===== config.mk =====
export PLATFORM = sky130hd
export DESIGN_NAME = mem_bus_sequencer_flat
export DESIGN_NICKNAME = d
export VERILOG_FILES = /design/src/rtl/mem_bus_pkg.sv /design/src/rtl/mem_bus_sequencer_if.sv /design/src/rtl/bus_byte_timer.sv /design/src/rtl/mem_bus_sequencer.sv /design/src/flat_wrapper.sv
export SDC_FILE = /design/constraint.sdc
export NUM_CORES = 1
export LEC_CHECK = 0
export ABC_AREA = 1
export ABC_CLOCK_PERIOD_IN_PS = 5150
export CAP_MARGIN = 20
export CORE_UTILIZATION = 50
export DETAILED_ROUTE_END_ITERATION = 8
export GPL_TIMING_DRIVEN = 0
export PLACE_DENSITY = 0.9
export SYNTH_ARGS = -nofsm -noshare
export SYNTH_HDL_FRONTEND = slang
export SYNTH_SLANG_ARGS = --single-unit

===== constraint.sdc =====
create_clock -name clock -period 5.15 [get_ports clock]
set_input_delay 0.7725 -clock clock [delete_from_list [all_inputs] [get_ports clock]]
set_output_delay 0.7725 -clock clock [all_outputs]
set_load 0.02 [all_outputs]

===== src/rtl/mem_bus_pkg.sv =====
// Shared types for the byte-serial memory bus sequencer: FSM states,
// command-byte layout and the per-byte wait counter width.
package mem_bus_pkg;

    typedef enum logic [2:0] {
        ST_IDLE,
        ST_COMMAND,
        ST_ADDRESS,
        ST_DATA,
        ST_DONE
    } state_e;

    // Command byte: MSB selects store (1) or load (0); the rest is reserved zero.
    typedef struct packed {
        logic       write;
        logic [6:0] rsvd;
    } cmd_byte_t;

    localparam int WAIT_W     = 8;
    localparam int DATA_BYTES = 4;

endpackage


===== src/rtl/mem_bus_sequencer_if.sv =====
// CPU request/response and external byte-bus signals of the sequencer.
interface mem_bus_sequencer_if;
    logic        req_valid;
    logic        req_write;
    logic [31:0] req_address;
    logic [31:0] req_write_data;
    logic        req_ready;
    logic [31:0] req_read_data;
    logic        req_error;
    logic        stall;
    logic [7:0]  bus_out;
    logic [7:0]  bus_oe;
    logic        bus_strobe;
    logic [7:0]  bus_in;
    logic        bus_ack;

    modport slave (
        input  req_valid, req_write, req_address, req_write_data, bus_in, bus_ack,
        output req_ready, req_read_data, req_error, stall, bus_out, bus_oe, bus_strobe
    );

    modport master (
        output req_valid, req_write, req_address, req_write_data, bus_in, bus_ack,
        input  req_ready, req_read_data, req_error, stall, bus_out, bus_oe, bus_strobe
    );
endinterface


===== src/rtl/bus_byte_timer.sv =====
// Per-byte wait counter; expired flags the TIMEOUT-th consecutive cycle
// spent waiting for an acknowledge.
module bus_byte_timer
    import mem_bus_pkg::*;
#(
    parameter int TIMEOUT = 255
) (
    input  logic clock,
    input  logic reset_n,
    input  logic clear,
    input  logic count_enable,
    output logic expired
);

    logic [WAIT_W-1:0] count_q, count_d;

    always_comb begin
        count_d = count_q;
        if (clear)
            count_d = '0;
        else if (count_enable)
            count_d = count_q + 1'b1;
    end

    always_ff @(posedge clock or negedge reset_n) begin
        if (!reset_n) count_q <= '0;
        else          count_q <= count_d;
    end

    // count_enable already excludes ack, so an ack in the same cycle wins.
    assign expired = count_enable && (count_q == WAIT_W'(TIMEOUT - 1));

endmodule


===== src/rtl/mem_bus_sequencer.sv =====
// Turns one CPU load/store into a command, address and data byte exchange
// on an acknowledged 8-bit bus, aborting with an error on a per-byte timeout.
module mem_bus_sequencer
    import mem_bus_pkg::*;
#(
    parameter int ADDR_BYTES = 2,
    parameter int TIMEOUT    = 255
) (
    input  logic               clock,
    input  logic               reset_n,
    mem_bus_sequencer_if.slave bus
);

    state_e      state_q, state_d;
    logic        write_q, write_d;
    logic [31:0] addr_q, addr_d;
    logic [31:0] wdata_q, wdata_d;
    logic [31:0] rdata_q, rdata_d;
    logic [1:0]  cnt_q, cnt_d;
    logic        err_q, err_d;

    logic        strobe, oe_en, byte_done, timed_out, timer_clear, timer_en, ready;
    logic [7:0]  tx_byte;
    cmd_byte_t   cmd;

    assign strobe    = (state_q == ST_COMMAND) || (state_q == ST_ADDRESS) || (state_q == ST_DATA);
    assign byte_done = strobe && bus.bus_ack;
    assign timer_en  = strobe && !bus.bus_ack;
    assign timer_clear = byte_done || (state_d != state_q);

    bus_byte_timer #(.TIMEOUT(TIMEOUT)) u_timer (
        .clock        (clock),
        .reset_n      (reset_n),
        .clear        (timer_clear),
        .count_enable (timer_en),
        .expired      (timed_out)
    );

    always_comb begin
        state_d = state_q;
        write_d = write_q;
        addr_d  = addr_q;
        wdata_d = wdata_q;
        rdata_d = rdata_q;
        cnt_d   = cnt_q;
        err_d   = err_q;
        case (state_q)
            ST_IDLE: if (bus.req_valid) begin
                write_d = bus.req_write;
                addr_d  = bus.req_address;
                wdata_d = bus.req_write_data;
                rdata_d = '0;
                err_d   = 1'b0;
                cnt_d   = '0;
                state_d = ST_COMMAND;
            end
            ST_COMMAND: if (byte_done) state_d = ST_ADDRESS;
            ST_ADDRESS: if (byte_done) begin
                if (cnt_q == 2'(ADDR_BYTES - 1)) begin
                    cnt_d   = '0;
                    state_d = ST_DATA;
                end else begin
                    cnt_d = cnt_q + 2'd1;
                end
            end
            ST_DATA: if (byte_done) begin
                if (!write_q) rdata_d[{cnt_q, 3'b000} +: 8] = bus.bus_in;
                if (cnt_q == 2'(DATA_BYTES - 1)) begin
                    cnt_d   = '0;
                    state_d = ST_DONE;
                end else begin
                    cnt_d = cnt_q + 2'd1;
                end
            end
            ST_DONE: state_d = ST_IDLE;
            default: state_d = ST_IDLE;
        endcase
        if (timed_out) begin
            state_d = ST_DONE;
            err_d   = 1'b1;
            cnt_d   = '0;
        end
    end

    always_ff @(posedge clock or negedge reset_n) begin
        if (!reset_n) begin
            state_q <= ST_IDLE;
            write_q <= 1'b0;
            addr_q  <= '0;
            wdata_q <= '0;
            rdata_q <= '0;
            cnt_q   <= '0;
            err_q   <= 1'b0;
        end else begin
            state_q <= state_d;
            write_q <= write_d;
            addr_q  <= addr_d;
            wdata_q <= wdata_d;
            rdata_q <= rdata_d;
            cnt_q   <= cnt_d;
            err_q   <= err_d;
        end
    end

    // Bus-side outputs depend only on registers, never on bus_in/bus_ack.
    assign cmd = cmd_byte_t'{write: write_q, rsvd: 7'b0};

    always_comb begin
        tx_byte = 8'h00;
        case (state_q)
            ST_COMMAND: tx_byte = cmd;
            ST_ADDRESS: tx_byte = addr_q[{cnt_q, 3'b000} +: 8];
            ST_DATA:    tx_byte = wdata_q[{cnt_q, 3'b000} +: 8];
            default:    tx_byte = 8'h00;
        endcase
    end

    assign oe_en = (state_q == ST_COMMAND) || (state_q == ST_ADDRESS) ||
                   ((state_q == ST_DATA) && write_q);
    assign ready = (state_q == ST_DONE);

    assign bus.bus_strobe    = strobe;
    assign bus.bus_oe        = {8{oe_en}};
    assign bus.bus_out       = oe_en ? tx_byte : 8'h00;
    assign bus.req_ready     = ready;
    assign bus.req_error     = ready && err_q;
    assign bus.req_read_data = (ready && !err_q) ? rdata_q : 32'h0;
    assign bus.stall         = bus.req_valid && !ready;

endmodule


===== src/flat_wrapper.sv =====
// flat-port wrapper written by rule: the top's interface ports become plain ports
module mem_bus_sequencer_flat import mem_bus_pkg::*;
#(
    parameter int ADDR_BYTES = 2,
    parameter int TIMEOUT    = 255
)
  (clock, reset_n, bus_req_valid, bus_req_write, bus_req_address, bus_req_write_data, bus_bus_in, bus_bus_ack, bus_req_ready, bus_req_read_data, bus_req_error, bus_stall, bus_bus_out, bus_bus_oe, bus_bus_strobe);
  mem_bus_sequencer_if bus_i ();
  input  logic clock;
  input  logic reset_n;
  input wire logic [$bits(bus_i.req_valid)-1:0] bus_req_valid;
  input wire logic [$bits(bus_i.req_write)-1:0] bus_req_write;
  input wire logic [$bits(bus_i.req_address)-1:0] bus_req_address;
  input wire logic [$bits(bus_i.req_write_data)-1:0] bus_req_write_data;
  input wire logic [$bits(bus_i.bus_in)-1:0] bus_bus_in;
  input wire logic [$bits(bus_i.bus_ack)-1:0] bus_bus_ack;
  output wire logic [$bits(bus_i.req_ready)-1:0] bus_req_ready;
  output wire logic [$bits(bus_i.req_read_data)-1:0] bus_req_read_data;
  output wire logic [$bits(bus_i.req_error)-1:0] bus_req_error;
  output wire logic [$bits(bus_i.stall)-1:0] bus_stall;
  output wire logic [$bits(bus_i.bus_out)-1:0] bus_bus_out;
  output wire logic [$bits(bus_i.bus_oe)-1:0] bus_bus_oe;
  output wire logic [$bits(bus_i.bus_strobe)-1:0] bus_bus_strobe;
  assign bus_i.req_valid = bus_req_valid;
  assign bus_i.req_write = bus_req_write;
  assign bus_i.req_address = bus_req_address;
  assign bus_i.req_write_data = bus_req_write_data;
  assign bus_i.bus_in = bus_bus_in;
  assign bus_i.bus_ack = bus_bus_ack;
  assign bus_req_ready = bus_i.req_ready;
  assign bus_req_read_data = bus_i.req_read_data;
  assign bus_req_error = bus_i.req_error;
  assign bus_stall = bus_i.stall;
  assign bus_bus_out = bus_i.bus_out;
  assign bus_bus_oe = bus_i.bus_oe;
  assign bus_bus_strobe = bus_i.bus_strobe;
  mem_bus_sequencer #(.ADDR_BYTES(ADDR_BYTES), .TIMEOUT(TIMEOUT)) u_core (.clock(clock), .reset_n(reset_n), .bus(bus_i));
endmodule

Word-level counts from Yosys, hierarchy flattened
Cells that the tools add are included.
{ "totals": {"inputBits": 77, "elab_cells": 81, "regBits": 111, "output_inout_bits": 52} }
{ "op_classes": {"addsub": 3, "reduce_logical": 24, "shifts": 4, "n_eq_ne": 14, "mux": 28} }
{ "op_table": {"columns": ["op", "n"], "rows": [
  ["2-to-1 mux 32 bit", 4],
  ["one-hot mux 32 bit (2 select lines)", 1],
  ["indexed part select 32 x 6 -> 8 bit", 2],
  ["bitwise mux 32 bit", 1],
  ["variable shift 8 x 7 -> 32 bit, first input constant", 1],
  ["indexed part select 8 x 7 -> 32 bit", 1],
  ["2-to-1 mux 8 bit", 3],
  ["one-hot mux 8 bit (3 select lines)", 1],
  ["2-to-1 mux 3 bit", 7],
  ["2-to-1 mux 2 bit", 6],
  ["one-hot mux 3 bit (4 select lines)", 1],
  ["adder 8 x 1 -> 8 bit, second input constant", 1],
  ["equality test 8 bit, second input constant", 1],
  ["AND reduction 4 bit", 2],
  ["nonzero test 2 bit", 4],
  ["logical AND 1 bit", 7],
  ["negation 5 -> 7 bit", 1],
  ["equality test 3 x 2 -> 1 bit, second input constant", 2],
  ["!= test 3 x 1 -> 1 bit, second input constant", 2],
  ["one-hot mux 2 bit (3 select lines)", 1],
  ["logical OR 1 bit", 4],
  ["!= test 2 bit, second input constant", 2],
  ["AND reduction 2 bit", 2],
  ["nonzero test 4 bit", 1],
  ["other kinds (11)", 15]
]} }

Longest topological paths before layout
Gate-level depths: netlist (run 1).
{ "logic_depth": {"word_depth": 10, "ltp_mapped": 11, "ltp_nobuf": 10} }

By module
From an unflattened synthesis (run 1), not the netlist that was laid out.
{ "hier_totals": {"hier_cells": 803, "hier_area_um2": 5940.7} }
{ "modules_own_cells": {"columns": ["mod", "area_each_um2", "seq_area_each_um2", "cells_per_inst", "instances"], "rows": [
  ["mem_bus_sequencer", 5466.5, 2577.5, 739, 1],
  ["bus_byte_timer", 474.2, 200.2, 64, 1]
]} }

Worst setup path after synthesis (run 1)
OpenSTA, ideal clock, no wires.
{ "synth_timing": {"kind": "flip-flop to output port", "from": "reg u_core.state_q[0]", "to": "out bus_req_read_data[10]", "slack_ps": 2672, "arrival_ps": 1705, "required_time_ps": 4378, "n_path_buf": 1, "stages_incl_launch_ff": 7, "path_cell_list": "dfrtp_1 > nor2_4 > inv_1 > nor2_1 > nand2_1 > clkbuf_1 > nor2_1"} }
{ "synth_between": {"elab_chain_cells": 3} }
{ "synth_lines": {"columns": ["element", "line_no", "rtl"], "rows": [
  ["start, declared", "mem_bus_sequencer.sv:14", "state_e state_q, state_d;"],
  ["start signal, assigned", "mem_bus_sequencer.sv:95", "state_q <= state_d;"],
  ["equality test 3 bit", "mem_bus_sequencer.sv:120", "assign ready = (state_q == ST_DONE);"],
  ["named net bus_req_ready", "flat_wrapper.sv:17", "output wire logic [$bits(bus_i.req_ready)-1:0] bus_req_ready;"],
  ["logical AND 1 bit", "mem_bus_sequencer.sv:127", "assign bus.req_read_data = (ready && !err_q) ? rdata_q : 32'h0;"],
  ["2-to-1 mux 32 bit", "mem_bus_sequencer.sv:127", null],
  ["end, declared", "flat_wrapper.sv:18", "output wire logic [$bits(bus_i.req_read_data)-1:0] bus_req_read_data;"]
]} }
The timed path passes the listed nets, and every way through them passes these cells.

Final worst setup path (run 1)
{ "layout_timing": {"from": "reg u_core.cnt_q[0]", "to": "out bus_bus_out[6]"} }
{ "layout_between": {"elab_chain_cells": 3, "word_cells_on_any_way": 4, "classes_between": "shift: 2; mux: 2"} }
{ "layout_lines": {"columns": ["element", "line_no", "rtl"], "rows": [
  ["start, declared", "mem_bus_sequencer.sv:19", "logic [1:0] cnt_q, cnt_d;"],
  ["start signal, assigned", "mem_bus_sequencer.sv:100", "cnt_q <= cnt_d;"],
  ["indexed part select 32 x 6 -> 8 bit (on tied branches)", "mem_bus_sequencer.sv:113, mem_bus_sequencer.sv:112", null],
  ["one-hot mux 8 bit (3 select lines) (*)", "mem_bus_sequencer.sv:110", "case (state_q)"],
  ["2-to-1 mux 8 bit (*)", "mem_bus_sequencer.sv:124", "assign bus.bus_out = oe_en ? tx_byte : 8'h00;"],
  ["end, declared", "flat_wrapper.sv:21", "output wire logic [$bits(bus_i.bus_out)-1:0] bus_bus_out;"]
]} }
Every way passes the cells marked *; elsewhere a longest branch is shown, timed or not.

==> results of run 1 <==
-- power groups by stage --
stage / Combinational, uW / Clock (uW) / Sequential, uW
after floorplan: 1260 / 0 / 1350
after detailed placement: 1820 / 0 / 1400
final: 1850 / 727 / 1400
after CTS: 1840 / 731 / 1400
after global routing: 2050 / 766 / 1430
after global placement: 1770 / 0 / 1400
-- layout by cell type, fill, tap and decap left out, types with 14 or more instances in the layout --
cell type / instances
nand2_1: 289
nor2_1: 88
clkdlybuf4s50_1: 126
o21ai_0: 40
dfrtp_1: 111
inv_1: 55
nand3_1: 49
clkbuf_1: 14
o21ai_1: 14
-- logic make-up (layout without fill, tap and decap cells) --
family | count (synthesis) | after routing | synth area share
compound gates | 75 | 75 | 0.0728
xor+xnor | 7 | 7 | 0.0109
fa+ha+maj | 7 | 7 | 0.0155
buf+inv | 101 | 245 | 0.0827
flops | 111 | 111 | 0.492
simple gates | 447 | 447 | 0.326
-- final cells by class --
class,instances,share of cell area
Inverter,59,0.0298
Multi-Input combinational cell,536,0.323
Tap cell,140,0.0236
Sequential cell,111,0.374
Timing Repair Buffer,128,0.175
Clock buffer,10,0.0322
Clock inverter,6,0.0101
Buffer,42,0.0330
-- registers in the layout, indices dropped and copies added, names as in the netlist --
name	cells
u_core.u_timer.count_q	8
u_core.wdata_q	32
u_core.state_q	3
u_core.addr_q	32
u_core.cnt_q	2
u_core.rdata_q	32
u_core.write_q	1
u_core.err_q	1
-- layer usage --
metal	up-vias	track usage
li1	2598	-
met1	2413	0.340
met2	257	0.425
met3	24	0.0476
met4	0	0.0705
met5	-	0
-- final timing paths --
check                                            end  slack [ns]  cells after the start
min                        u_core.u_timer.count_q[4]        0.40                      1
max                                   bus_bus_out[6]        1.69                      7
max reg2reg                        u_core.rdata_q[6]        2.22                      8
max in group asynchronous          u_core.addr_q[17]        4.02                      2
min reg2reg                       u_core.wdata_q[16]        0.48                      2
min in group clock                u_core.wdata_q[16]        0.48                      2
-- stage by stage --
step           setup WS [ns]  setup TNS, ns   util  hold slack, ns
2_1_floorplan           2.67              0      -           0.444
6_report                1.69              0  0.679           0.401
3_3_place_gp          -0.743         -81.75  0.648           0.459
3_5_place_dp            2.09              0  0.650           0.461
5_1_grt                 1.53              0  0.679           0.435
4_1_cts                 1.72              0  0.679           0.417
-- critical path, cell delays in order, from the launching register on --
cell	delay (ns)
dfrtp_1	0.37
buf_2	0.24
clkbuf_1	0.44
o21ai_0	0.17
o211ai_1	0.24
nand2_1	0.07
nor2_1	0.17
clkdlybuf4s50_1	0.64
==> flow_summary.ini, run 1 <==
[run_status]
status = completed

[logic_synthesis]
ys_types = 31
yosys.area.top_type = dfrtp_1
avgSynthCellArea_um2 = 7.54
syn_nets = 832
ys_async_sr_fraction = 1.00
synthFlopType = dfrtp_1
ys_seq_area_frac = 0.492
synth_warnings = 0
synth_area_um2 = 5640
ys_ff_latch = 111
synth_commonest_cells = nand2_1 (289), dfrtp_1 (111), nor2_1 (88)
synth_edf_count = 0
postSynthCellCount = 748
yosys.area.top_type_share = 0.492
yosysMostFrequentCell = nand2_1
yosys-top-cells-area = dfrtp_1 (49%), nand2_1 (19%), nor2_1 (5.9%), nand3_1 (4.3%), inv_1 (3.7%)

[placed_design]
globalplace.congestion = 0.933
dp_hpwl_um = 10500
dpl_cell_area_um2 = 7110
dpl.cell_count = 1016
io_buffers = 127

[clocking]
cts-buffers-inserted = 9
post_cts_resized = 0
insertion_delay_ns = 0.35
clk_pin_slew_ns = 0.08
cts_max_level = 3
cts_root_buffer = clkbuf_16
cts_tree = built
cts.path.max_buffers = 2
cts_setup_buffers = 0
holdBufCountCts = 0
cts.sinks = 111

[critical_path]
required_ns = 4.38
crit_start = u_core.cnt_q[0]
crit_path_end_kind = output pin
path_max_fanout = 10
cp.arrival_ns = 2.69
worstSetupPathType = flop to output pin
startpoint_type = flop
rr_startpoint = u_core.cnt_q[0]

[layout]
drive_gt1_frac = 0.0673
fin_nets = 971
multiInputGateArea_um2 = 2400
final_cell_area_um2 = 7430
final_cells = 1032
regArea_um2 = 2780
fillerInstances = 903
antenna_cells = 0
area_growth_pct = 31.7

[timing]
fin_worst_skew_ns = 0.00905
finalMaxSlewViolations = 0
relSlewSlack = 0.532
worstMarginPinSlew_ns = 0.697
timing.final.crit_share = 0.673
clock.fmax_mhz = 289
finalSetupViolations = 0
finalCriticalPeriod_ns = 3.46
rsz0062_at_grt = false
hold_violations = 0

[drt]
ant_nets = 0
highest_layer = met4
met2_length_um = 6880
dr.pass1.iters = 6
wirelength_um = 14200
met3_length_um = 1100
drtIter0Drc = 395
vias = 5292
met1Wirelength_um = 6000
wl_per_cell_um = 13.8
viasPerCell = 5.13
drc_errors = 0

[die]
die_width_um = 108
pin_count = 129
dieHeight_um = 108
design.core.area_um2 = 10900
floorplan.initialDensity = 0.516
rows = 38
die-area_um2 = 11700

[pwr]
peakVddDrop_uv = 370
combPwrFrac = 0.465
internal-power_uw = 2320
power.share.clock = 0.183
pwr_density_cell_nw_per_um2 = 536
swShare = 0.418
p_seq_frac = 0.353
power_uw = 3980
power_switching_uw = 1660
power_leakage_uw = 0.00351

[grt]
antenna_found_initial = 0
grt_pass1_wl_um = 23100
grt_max_degree = 72
grt_overflow = 0
grt_pass1_vias = 4930
gr-usage-all-layers = 0.255

[flow_run]
cap_violations = 0

[hold_path]
hold_path.class = primary input to asynchronous set/reset pin
No activity file was read; power rests on OpenSTA's default activity.
==> run 2, diff against run 1 <==
--- a/config.mk
+++ b/config.mk
@@ -6,12 +6,12 @@
 export NUM_CORES = 1
 export LEC_CHECK = 0
 export ABC_AREA = 1
-export ABC_CLOCK_PERIOD_IN_PS = 5150
+export ABC_CLOCK_PERIOD_IN_PS = 3050
 export CAP_MARGIN = 20
-export CORE_UTILIZATION = 50
+export CORE_UTILIZATION = 46
 export DETAILED_ROUTE_END_ITERATION = 8
 export GPL_TIMING_DRIVEN = 0
-export PLACE_DENSITY = 0.9
+export PLACE_DENSITY = 0.87
 export SYNTH_ARGS = -nofsm -noshare
 export SYNTH_HDL_FRONTEND = slang
 export SYNTH_SLANG_ARGS = --single-unit
==> constraint.sdc (replaced) <==
create_clock -name clock -period 3.05 [get_ports clock]
set_input_delay 0.4575 -clock clock [delete_from_list [all_inputs] [get_ports clock]]
set_output_delay 0.4575 -clock clock [all_outputs]
set_load 0.02 [all_outputs]
==> run 2 against run 1 <==
Effect of this change: count of clock-buffer cells in the layout fell by 1; combinational power increased by 69%; hold slack lost 0.26 ns; clock power up 90%; first-iteration DRC count shrank 14%; die area grew 8.5%; clock skew is 0.0016 ns lower; final cell count grew 0.68%; non-clock buffer count is the same; register-to-register slack worse by 1.8 ns; setup slack worse by 1.6 ns; sequential power rose by 70%.
==> flow_summary.ini, run 2 (synthesis gave the netlist of run 1 again) <==
[run_status]
status = completed

[drt]
drtIter0Drc = 340
dr.pass1.iters = 9
wl_per_cell_um = 14.0
ant_nets = 0
drc_errors = 0
wirelength_um = 14600
viasPerCell = 5.13
vias = 5335

[grt]
grt_overflow = 0
antenna_found_initial = 0
grt_pass1_wl_um = 24200
grt_max_degree = 58
grt_pass1_vias = 5095
gr-usage-all-layers = 0.241

[timing]
worstMarginPinSlew_ns = 0.698
relSlewSlack = 0.534
finalSetupViolations = 0
fin_worst_skew_ns = 0.00743
timing.final.crit_share = 0.971
rsz0062_at_grt = false
clock.fmax_mhz = 338
hold_violations = 0
finalCriticalPeriod_ns = 2.96
finalMaxSlewViolations = 0

[clocking]
cts.sinks = 111
cts-buffers-inserted = 9
cts_max_level = 3
holdBufCountCts = 0
insertion_delay_ns = 0.35
clk_pin_slew_ns = 0.08
cts.path.max_buffers = 2
cts_root_buffer = clkbuf_16
cts_tree = built
cts_setup_buffers = 0

[critical_path]
worstSetupPathType = flop to output pin
startpoint_type = flop
cp.arrival_ns = 2.50
required_ns = 2.59
crit_path_end_kind = output pin
path_max_fanout = 10

[layout]
most-common-layout-cells = nand2_1 (289), clkdlybuf4s50_1 (121), dfrtp_1 (110)
drive_gt1_frac = 0.0774
final_cell_area_um2 = 7500
fin_nets = 971
antenna_cells = 0
final_common_cell = nand2_1
area_growth_pct = 32.9
fin_util = 0.627
fillerInstances = 1015
top_regs = u_core.addr_q: 32 flops, u_core.rdata_q: 32 flops, u_core.wdata_q: 32 flops

[die]
pin_count = 129
rows = 40
die-area_um2 = 12700
dieHeight_um = 113
die_width_um = 113
design.core.area_um2 = 12000
floorplan.initialDensity = 0.472

[flow_run]
cap_violations = 0

[pwr]
power_leakage_uw = 0.00363
pwr_density_cell_nw_per_um2 = 919
peakVddDrop_uv = 558
power_uw = 6890

[placed_design]
dpl_cell_area_um2 = 7120
io_buffers = 127
globalplace.congestion = 0.909
dp_hpwl_um = 10700

[hold_path]
hold_path.class = primary input to asynchronous set/reset pin
## run 2: worst paths after layout
kind	start	endpoint	slack [ns]	depth (start not counted)
setup / recovery	u_core.state_q[0]	bus_bus_out[1]	0.09	9
hold / removal	reset_n	u_core.u_timer.count_q[4]	0.14	1
setup reg to reg	u_core.cnt_q[0]	u_core.rdata_q[3]	0.42	8
hold reg to reg	u_core.wdata_q[1]	u_core.wdata_q[1]	0.49	2
max in group asynchronous	reset_n	u_core.addr_q[20]	2.18	2
min in group clock	u_core.wdata_q[1]	u_core.wdata_q[1]	0.49	2
## run 2: report_power, final
group / switching (uW) / internal [uW] / total (uW)
logic: 1910 / 1220 / 3130
clock network: 562 / 813 / 1380
registers: 359 / 2020 / 2380
total: 2830 / 4060 / 6890
## run 2: metal layers
layer | track usage | up-vias | wire, um | share of wire
met5 | 0 | - | 0 | 0
met4 | 0.0933 | 0 | 421 | 0.029
met1 | 0.325 | 2460 | 6480 | 0.44
met3 | 0.0364 | 44 | 865 | 0.059
li1 | - | 2599 | - | -
met2 | 0.393 | 232 | 6810 | 0.47
## run 2: area by class of cell
cell class                 count  area, um2  share of cell area
multi-input combinational    536       2400               0.320
timing repair buffer         128       1310               0.175
sequential                   111       2780               0.371
clock inverter                 7        126              0.0169
tap                          147        184              0.0245
clock buffer                   9        225              0.0300
buffer                        42        254              0.0339
inverter                      59        221              0.0295
## run 2: worst max-delay path: stages (launching register included)
cell	delay (ns)
dfrtp_2	0.45
nand2_1	0.09
nor2_2	0.13
buf_6	0.17
buf_4	0.18
o21ai_0	0.08
o211ai_1	0.17
nand2_1	0.09
nor2_1	0.16
clkdlybuf4s50_1	0.63
## run 2: per-stage QoR
stage                     hold slack [ns]  setup slack, ns  cells  setup TNS, ns
after floorplan                     0.162            0.754    748              0
after detailed placement            0.465            0.199   1023              0
after CTS                           0.181          0.00306   1039              0
final                               0.144           0.0883   1039              0
after global routing                0.206          0.00627   1039              0
after global placement              0.461            -2.52   1022        -279.77
## run 2: what timing repair did
item	in CTS	in global routing
gates resized for setup	5	12
cloned	0	0
setup endpoints to repair	5	37
==> run 3, diff against run 2 <==
--- a/config.mk
+++ b/config.mk
@@ -9,6 +9,7 @@
 export ABC_CLOCK_PERIOD_IN_PS = 3050
 export CAP_MARGIN = 20
 export CORE_UTILIZATION = 46
+export CTS_CLUSTER_DIAMETER = 200
 export DETAILED_ROUTE_END_ITERATION = 8
 export GPL_TIMING_DRIVEN = 0
 export PLACE_DENSITY = 0.87
==> results of run 3 <==
The final DEF is identical to that of run 2; final timing and power are the same.
